### src/rtl/csr_trap_ctrl.sv
// Machine-mode trap CSRs and interrupt/WFI/MRET sequencer for the RV32 core.
// Drives PC redirect, pipeline flush and stall beside the EX stage.
module csr_trap_ctrl #(
  parameter logic [31:0] MTVEC_BASE = 32'h0001_0000
) (
  input  logic        clk,
  input  logic        rst,
  input  logic        ex_valid,
  input  logic [31:0] ex_pc,
  input  logic [1:0]  ex_csr_op,
  input  logic [11:0] ex_csr_addr,
  input  logic [31:0] ex_csr_wdata,
  input  logic        ex_mret,
  input  logic        ex_wfi,
  input  logic        ext_irq,
  input  logic        tmr_irq,
  output logic [31:0] csr_rdata,
  output logic        redirect,
  output logic [31:0] redirect_pc,
  output logic        flush,
  output logic        stall
);

  // state | meaning
  // RUN   | normal execution, traps/MRET/CSR writes accepted
  // SLEEP | WFI retired, pipeline stalled until an interrupt pends
  // FLUSH | single cycle after any redirect, nothing accepted
  typedef enum logic [1:0] {
    RUN   = 2'd0,
    SLEEP = 2'd1,
    FLUSH = 2'd2
  } state_t;

  localparam logic [31:0] MTVEC    = MTVEC_BASE & ~32'h3;
  localparam logic [11:0] A_STATUS = 12'h300;
  localparam logic [11:0] A_IE     = 12'h304;
  localparam logic [11:0] A_TVEC   = 12'h305;
  localparam logic [11:0] A_EPC    = 12'h341;
  localparam logic [11:0] A_CAUSE  = 12'h342;
  localparam logic [11:0] A_IP     = 12'h344;

  state_t      state;
  logic        mie_b;
  logic        mpie;
  logic        mtie;
  logic        meie;
  logic [31:0] mepc;
  logic [31:0] mcause;
  logic [31:0] wake_pc;
  logic        ext_s1, ext_s2;
  logic        tmr_s1, tmr_s2;

  logic [1:0]  pend;
  logic        irq_any;
  logic        take_irq;
  logic        sleep_trap;
  logic        trap;
  logic        do_mret;
  logic        csr_we;
  logic [31:0] csr_old;
  logic [31:0] csr_new;

  assign pend       = {ext_s2 & meie, tmr_s2 & mtie};
  assign irq_any    = |pend;
  assign take_irq   = ex_valid & mie_b & irq_any & (state == RUN);
  assign sleep_trap = (state == SLEEP) & irq_any & mie_b;
  assign trap       = take_irq | sleep_trap;
  assign do_mret    = (state == RUN) & ex_valid & ex_mret & ~take_irq;
  assign csr_we     = (state == RUN) & ex_valid & ~take_irq & (ex_csr_op != 2'b00);

  always_comb begin
    csr_old = 32'h0;
    case (ex_csr_addr)
      A_STATUS: csr_old = {19'd0, 2'b11, 3'd0, mpie, 3'd0, mie_b, 3'd0};
      A_IE:     csr_old = {20'd0, meie, 3'd0, mtie, 7'd0};
      A_TVEC:   csr_old = MTVEC;
      A_EPC:    csr_old = mepc;
      A_CAUSE:  csr_old = mcause;
      A_IP:     csr_old = {20'd0, ext_s2, 3'd0, tmr_s2, 7'd0};
      default:  csr_old = 32'h0;
    endcase
  end

  always_comb begin
    csr_new = csr_old;
    case (ex_csr_op)
      2'b01:   csr_new = ex_csr_wdata;
      2'b10:   csr_new = csr_old | ex_csr_wdata;
      2'b11:   csr_new = csr_old & ~ex_csr_wdata;
      default: csr_new = csr_old;
    endcase
  end

  // Outputs are held at their reset values while rst is asserted.
  assign csr_rdata   = rst ? 32'h0 : csr_old;
  assign redirect    = ~rst & (trap | do_mret);
  assign flush       = ~rst & (trap | do_mret);
  assign redirect_pc = rst ? 32'h0 : (trap ? MTVEC : (do_mret ? mepc : 32'h0));
  assign stall       = ~rst & (state == SLEEP) & ~irq_any;

  always_ff @(posedge clk or posedge rst) begin
    if (rst) begin
      state   <= RUN;
      mie_b   <= 1'b0;
      mpie    <= 1'b0;
      mtie    <= 1'b0;
      meie    <= 1'b0;
      mepc    <= 32'h0;
      mcause  <= 32'h0;
      wake_pc <= 32'h0;
      ext_s1  <= 1'b0;
      ext_s2  <= 1'b0;
      tmr_s1  <= 1'b0;
      tmr_s2  <= 1'b0;
    end else begin
      ext_s1 <= ext_irq;
      ext_s2 <= ext_s1;
      tmr_s1 <= tmr_irq;
      tmr_s2 <= tmr_s1;
      case (state)
        RUN: begin
          if (take_irq) begin
            mepc   <= ex_pc & ~32'h3;
            mcause <= pend[1] ? 32'h8000_000B : 32'h8000_0007;
            mpie   <= mie_b;
            mie_b  <= 1'b0;
            state  <= FLUSH;
          end else if (do_mret) begin
            mie_b  <= mpie;
            mpie   <= 1'b1;
            state  <= FLUSH;
          end else begin
            if (csr_we) begin
              case (ex_csr_addr)
                A_STATUS: begin
                  mie_b <= csr_new[3];
                  mpie  <= csr_new[7];
                end
                A_IE: begin
                  mtie <= csr_new[7];
                  meie <= csr_new[11];
                end
                A_EPC:   mepc   <= csr_new & ~32'h3;
                A_CAUSE: mcause <= csr_new;
                default: ;
              endcase
            end
            if (ex_valid && ex_wfi) begin
              wake_pc <= (ex_pc + 32'd4) & ~32'h3;
              state   <= SLEEP;
            end
          end
        end
        SLEEP: begin
          if (sleep_trap) begin
            mepc   <= wake_pc;
            mcause <= pend[1] ? 32'h8000_000B : 32'h8000_0007;
            mpie   <= mie_b;
            mie_b  <= 1'b0;
            state  <= FLUSH;
          end else if (irq_any) begin
            state  <= RUN;
          end
        end
        FLUSH:   state <= RUN;
        default: state <= RUN;
      endcase
    end
  end

endmodule

### config.mk
export PLATFORM = sky130hd
export DESIGN_NAME = csr_trap_ctrl
export DESIGN_NICKNAME = d
export VERILOG_FILES = /design/src/rtl/csr_trap_ctrl.sv
export SDC_FILE = /design/constraint.sdc
export NUM_CORES = 1
export LEC_CHECK = 0
export ABC_AREA = 1
export BUFFER_PORTS_ARGS = -buffer_cell sky130_fd_sc_hd__buf_2
export CAP_MARGIN = 20
export CORE_UTILIZATION = 40
export CTS_CLUSTER_DIAMETER = 30
export CTS_CLUSTER_SIZE = 8
export DETAILED_ROUTE_END_ITERATION = 12
export HOLD_SLACK_MARGIN = 0.12
export PLACE_DENSITY_LB_ADDON = 0.08
export SKIP_CTS_REPAIR_TIMING = 1
export SYNTH_ARGS = -nofsm -noshare
export SYNTH_HDL_FRONTEND = slang
export SYNTH_SLANG_ARGS = --single-unit
### constraint.sdc
create_clock -name clk -period 3.6 [get_ports clk]
set_input_delay 0.18 -clock clk [delete_from_list [all_inputs] [get_ports clk]]
set_output_delay 0.18 -clock clk [all_outputs]
set_load 0.005 [all_outputs]
==> out/metrics.csv, run 1 <==
stage,metric,value,unit
placed_design,Placed Cells,1446,
routing,DR vias/cell,4.99,
pwr,VDD IR max,0.319,mV
global_route,gr ovfl total,0,
die,Die ar.,18400,um^2
routing,DR iter-0 viols,630,
routing,DR WL/cell,15.7,um
sta,Setup Viol. Count Final,0,
placed_design,HPWL Detailed,17000,um
global_route,vias in the first global route,6562,
routing,Detailed Route WL,23100,um
critical_path,reg2reg start,state[1],
sta,Layout Skew,0.00756,ns
global_route,largest net degree at the start of global routing,92,
die,IO Count,152,
synthesis,top_reg_cell synth,dfrtp_1,
job,max-cap violation count,0,
critical_path,Setup CP Type,reg -> out,
sta,worst setup margin,0.458,ns
final_layout,FILL cells,1904,
cts,clock buffer depth,2,
routing,vias after detailed routing,7318,
cts,H-tree Lvls,3,
synthesis,"FFs w/ async S/R, synth",100,%
critical_path,critical path capture point type,output pin,
sta,fin crit share,87.3,%
critical_path,required time worst endpoint,3.42,ns
die,Die Height,135,um
sta,Hold Fails Final Rpt,0,
pwr,power per cell area,541,nW/um^2
synthesis,Synth Register Bits,102,
synthesis,Cells after Synth,1116,
critical_path,CP startpoint,state[1],
cts,Skew-Pair Late Insertion Delay,0.35,ns
final_layout,Non-Filler Instances,1466,
worst_hold_path,HP Class,in -> reg,
final_layout,share of cells above drive strength 1,16.4,%
sta,worst slew pin tran,0.984,ns
sta,final slew viol count,0,
sta,slew margin rel.,34.4,%
sta,fin crit period,3.14,ns
pwr,Lkg Pwr,0.00446,uW
critical_path,Worst Path Max Fanout,29,
final_layout,Layout Nets,1322,
critical_path,Worst setup SP type,register,
cts,number of clock sinks,102,
routing,drt drc,0,
global_route,Global Route Usage Sum,25.8,%
routing,drt pass-1 iters,5,
placed_design,Area after DPL,7970,um^2
sta,hold slack final,0.168,ns
synthesis,sequential element share of the synthesized area,35.8,%
routing,Antenna Violating Nets Remaining,0,
global_route,first-pass GRT wire length,36300,um
final_layout,Antenna Cells,0,
critical_path,"reg-to-reg slack, setup",0.81,ns
critical_path,Worst R2R End,mcause[24],
die,core area,17400,um^2
placed_design,Placer Congestion,0.873,
sta,Post-Route Setup TNS,0,ns
cts,CTS buffer count,9,
outcome,status,completed,
cts,CTS tree,done,
critical_path,Worst Reg-to-Reg Cells,11,
synthesis,Post-synth EDFFs,0,
die,Die Wd,135,um
sta,fmax,0.318,GHz
synthesis,Cell variety after synth,42,
die,Rows,48,
critical_path,"Data arrival, critical path",2.96,ns
synthesis,YS warnings,0,
die,Starting Density,41.1,%
cts,Root Buffer,clkbuf_16,
synthesis,synthesized area per cell,6.38,um^2
global_route,initial antenna violation count,0,
final_layout,Syn-to-layout area delta,16.5,%
critical_path,crit path to,redirect_pc[20],
placed_design,Post-Place Setup Slack,0.854,ns
sta,RSZ-0062 raised after global routing,no,
synthesis,synthesized area,7130,um^2
cts,clock slew at reported path FFs,0.07,ns
final_layout,post-route cell area,8300,um^2
placed_design,port bufs,147,
## area by class of cell
| class | instances | area [um^2] | area share (%) |
|---|---|---|---|
| flip-flops and latches | 102 | 2550 | 30.7 |
| clock inverters | 5 | 41.3 | 0.497 |
| clock buffers | 11 | 253 | 3.04 |
| multi-input cells | 755 | 3530 | 42.5 |
| repair buffers | 161 | 863 | 10.4 |
| inverters | 207 | 779 | 9.39 |
| well taps | 225 | 282 | 3.39 |
## worst min-delay path by stage
stage,from,end,slack (ns),cells past startpoint
2_1_floorplan,ext_irq,ext_s1,0.21,0
3_3_place_gp,tmr_irq,tmr_s1,0.29,1
3_5_place_dp,tmr_irq,tmr_s1,0.29,1
4_1_cts,tmr_irq,tmr_s1,-0.08,1
5_1_grt,ex_pc[25],wake_pc[25],0.20,4
6_report,ex_pc[10],wake_pc[10],0.17,3
## worst max-delay path, cell delays in order (launching register included)
cell and delay, ns:
dfrtp_1 0.43, nor2_2 0.18, nand2_1 0.09, inv_2 0.09, nand3_4 0.29, inv_2 0.32
nor2_2 0.12, inv_1 0.73, nor3_1 0.16, buf_2 0.18
## metrics by stage
stage | util [%] | total power (uW)
after floorplan | - | 3030
after global placement | 45.9 | 3480
after detailed placement | 45.9 | 3510
after CTS | 47.6 | 4500
after global routing | 47.8 | 4840
final | 47.8 | 4490
## sequential cells by signal, indices dropped and copies added, names as in the netlist
signal,count
mtie,1
mie_b,1
tmr_s1,1
mepc,30
ext_s1,1
mpie,1
meie,1
wake_pc,30
mcause,32
state,2
tmr_s2,1
ext_s2,1
## cell families after synthesis
family,Yosys count,synth area share (%)
AOI/OAI and AO/OA,181,14.0
xor gates and xnor gates,21,2.58
adders and majority gates,1,0.176
buffers and inverters,260,14.7
DFF,102,35.8
muxes,1,0.158
other,1,0.0526
and+or+nand+nor,549,32.5
## report_power, final
group / switching (uW) / leakage [uW] / internal [uW]
registers: 207 / 0.00129 / 1620
clock network: 468 / 0.000138 / 513
logic: 1150 / 0.00303 / 530
## cells in the mapped netlist, types with 13 or more instances
library cell	count	share of area, %
dfrtp_1	102	36
o22ai_1	35	3.1
buf_2	13	0.91
a21oi_1	22	1.5
nand3_1	44	3.1
nor3_1	48	3.4
xor2_1	21	2.6
nand2_1	344	18
inv_1	201	11
clkbuf_1	23	1.2
nor2_1	74	3.9
o21ai_0	100	7.0
## metal layers
layer | part of all wire [%] | up-vias | track usage (%) | wire length (um)
li1 | - | 3718 | - | -
met1 | 51 | 3324 | 40.9 | 11800
met2 | 41 | 252 | 36.4 | 9460
met3 | 6.3 | 24 | 2.99 | 1450
met4 | 1.6 | 0 | 6.87 | 371
met5 | 0 | - | 0 | 0
## cells in the final DEF (no fill, tap or decap), types with 5 or more instances in the layout
master	count
nor4_1	6
or2_2	9
nor3_1	48
o21ai_1	5
o21ai_0	100
xor2_1	21
buf_4	9
nand3_1	44
nor2_1	74
nand4_1	8
a21oi_1	22
o22ai_1	35
nand2_1	344
clkbuf_16	9
inv_1	200
inv_2	6
buf_2	147
dfrtp_1	102
No activity file was read; power rests on OpenSTA's default activity.
==> run 2: changes to the inputs <==
Settings changed: BUFFER_PORTS_ARGS -buffer_cell sky130_fd_sc_hd__buf_2 to unset, DONT_BUFFER_PORTS set to 1, HOLD_SLACK_MARGIN 0.12 to unset.
==> out/metrics.csv, run 2 (same netlist as run 1, synthesis figures left out) <==
stage,metric,value,unit
sta,Layout Skew,0.00645,ns
critical_path,"reg-to-reg slack, setup",0.84,ns
cts,Skew-Pair Late Insertion Delay,0.36,ns
cts,CTS tree,done,
die,Die Height,135,um
critical_path,"Data arrival, critical path",2.74,ns
critical_path,required time worst endpoint,3.42,ns
die,Die ar.,18400,um^2
final_layout,Top reg by flops,mcause,
routing,drt drc,0,
die,Rows,48,
final_layout,Non-Filler Instances,1318,
sta,Hold Fails Final Rpt,1,
final_layout,"most common cell after layout, fill and taps aside",nand2_1,
pwr,Lkg Pwr,0.00378,uW
critical_path,critical path capture point type,output pin,
final_layout,most frequent cells in the layout,"nand2_1 (344), inv_1 (200), dfrtp_1 (102)",
pwr,Tot Pwr,4490,uW
die,Die Wd,135,um
routing,vias after detailed routing,6817,
cts,number of clock sinks,102,
routing,Routed met1 length,11800,um
routing,DR WL/cell,17.3,um
sta,Setup Viol. Count Final,0,
final_layout,Largest regs,"mcause x32, mepc x30, wake_pc x30",
sta,Post-Route Setup TNS,0,ns
pwr,VDD IR max,0.345,mV
critical_path,Worst Path Max Fanout,29,
job,max-cap violation count,0,
routing,DR iter-0 viols,583,
global_route,largest net degree at the start of global routing,62,
sta,fin crit share,81.1,%
placed_design,Placed Cells,1298,
routing,DR vias/cell,5.17,
final_layout,Antenna Cells,0,
sta,fmax,0.343,GHz
sta,worst slew pin tran,0.984,ns
die,Starting Density,41.1,%
cts,H-tree Lvls,3,
cts,CTS buffer count,9,
placed_design,Area after DPL,7210,um^2
routing,met2 routed wirelength,9370,um
critical_path,Setup CP Type,reg -> out,
placed_design,Placer Congestion,0.892,
outcome,violated checks,hold timing,
outcome,status,"complete, but fails checks",
routing,drt pass-1 iters,5,
worst_hold_path,HP Class,in -> reg,
global_route,first-pass GRT wire length,35800,um
cts,clock slew at reported path FFs,0.07,ns
global_route,initial antenna violation count,0,
cts,clock buffer depth,2,
pwr,power per cell area,593,nW/um^2
final_layout,post-route cell area,7570,um^2
global_route,gr ovfl total,0,
sta,fin crit period,2.92,ns
critical_path,Worst setup SP type,register,
final_layout,Layout Nets,1174,
sta,slew margin rel.,34.3,%
placed_design,port bufs,0,
routing,DR top layer,met4,
sta,RSZ-0062 raised after global routing,no,
routing,Antenna Violating Nets Remaining,0,
final_layout,max reg flops,32,
placed_design,HPWL Detailed,16700,um
global_route,Global Route Usage Sum,25.7,%
die,core area,17400,um^2
final_layout,share of cells above drive strength 1,4.94,%
routing,Detailed Route WL,22900,um
final_layout,Syn-to-layout area delta,6.23,%
global_route,vias in the first global route,6232,
sta,final slew viol count,0,
sta,hold slack final,-0.00217,ns
cts,Root Buffer,clkbuf_16,
routing,Met3 Wirelength,1460,um
die,IO Count,152,
-- run 2: cell types whose count changed in the layout (fill, tap and decap cells not counted), moves of 2 or more --
cell / delta
buf_2: -147
clkinv_4: -2
clkinvlp_4: -2
bufinv_16: +2
clkbuf_1: +2
clkinv_2: +2
-- run 2: path summary, 6_finish.rpt --
check / start / endpoint / depth (start not counted)
worst max-delay path: state[1] / redirect_pc[7] / 8
worst min-delay path: ex_pc[25] / wake_pc[25] / 3
worst max register to register: state[1] / mepc[4] / 12
worst min register to register: ext_s1 / ext_s2 / 0
max in group asynchronous: rst / mcause[23] / 3
min in group asynchronous: rst / mcause[27] / 2
-- run 2: critical path, stage by stage (launching register included) --
cell and delay [ns]:
dfrtp_1 0.43, nor2_2 0.17, nand2_1 0.08, inv_2 0.09
nand3_4 0.25, inv_2 0.30, nor2_2 0.11, inv_1 0.73
nor3_1 0.20
-- run 2: layout make-up --
| class | count | area, um^2 |
|---|---|---|
| multi-input combinational | 755 | 3530 |
| clock inverter | 4 | 70.1 |
| inverter | 207 | 779 |
| timing repair buffer | 13 | 108 |
| sequential | 102 | 2550 |
| tap | 225 | 282 |
| clock buffer | 12 | 246 |
| fill | 1902 | 9790 |
-- run 2: where the power goes --
group	switching (uW)	internal, uW	leakage (uW)
Combinational	1110	484	0.00233
Clock	446	628	0.000157
Sequential	203	1620	0.00129
-- run 2: metrics by stage --
| step | setup WS (ns) | util (%) |
|---|---|---|
| detailed placement | 0.810 | 41.6 |
| finish | 0.682 | 43.6 |
| floorplan | 0.326 | - |
| CTS | 0.660 | 43.4 |
| global route | 0.494 | 43.6 |
| global placement | 0.843 | 41.6 |
-- run 2: metal layers --
metal  track usage (%)  vias to the layer above
li1                  -                     3418
met1              40.8                     3134
met2              35.7                      250
met3              4.45                       15
met4              4.99                        0
met5                 0                        -
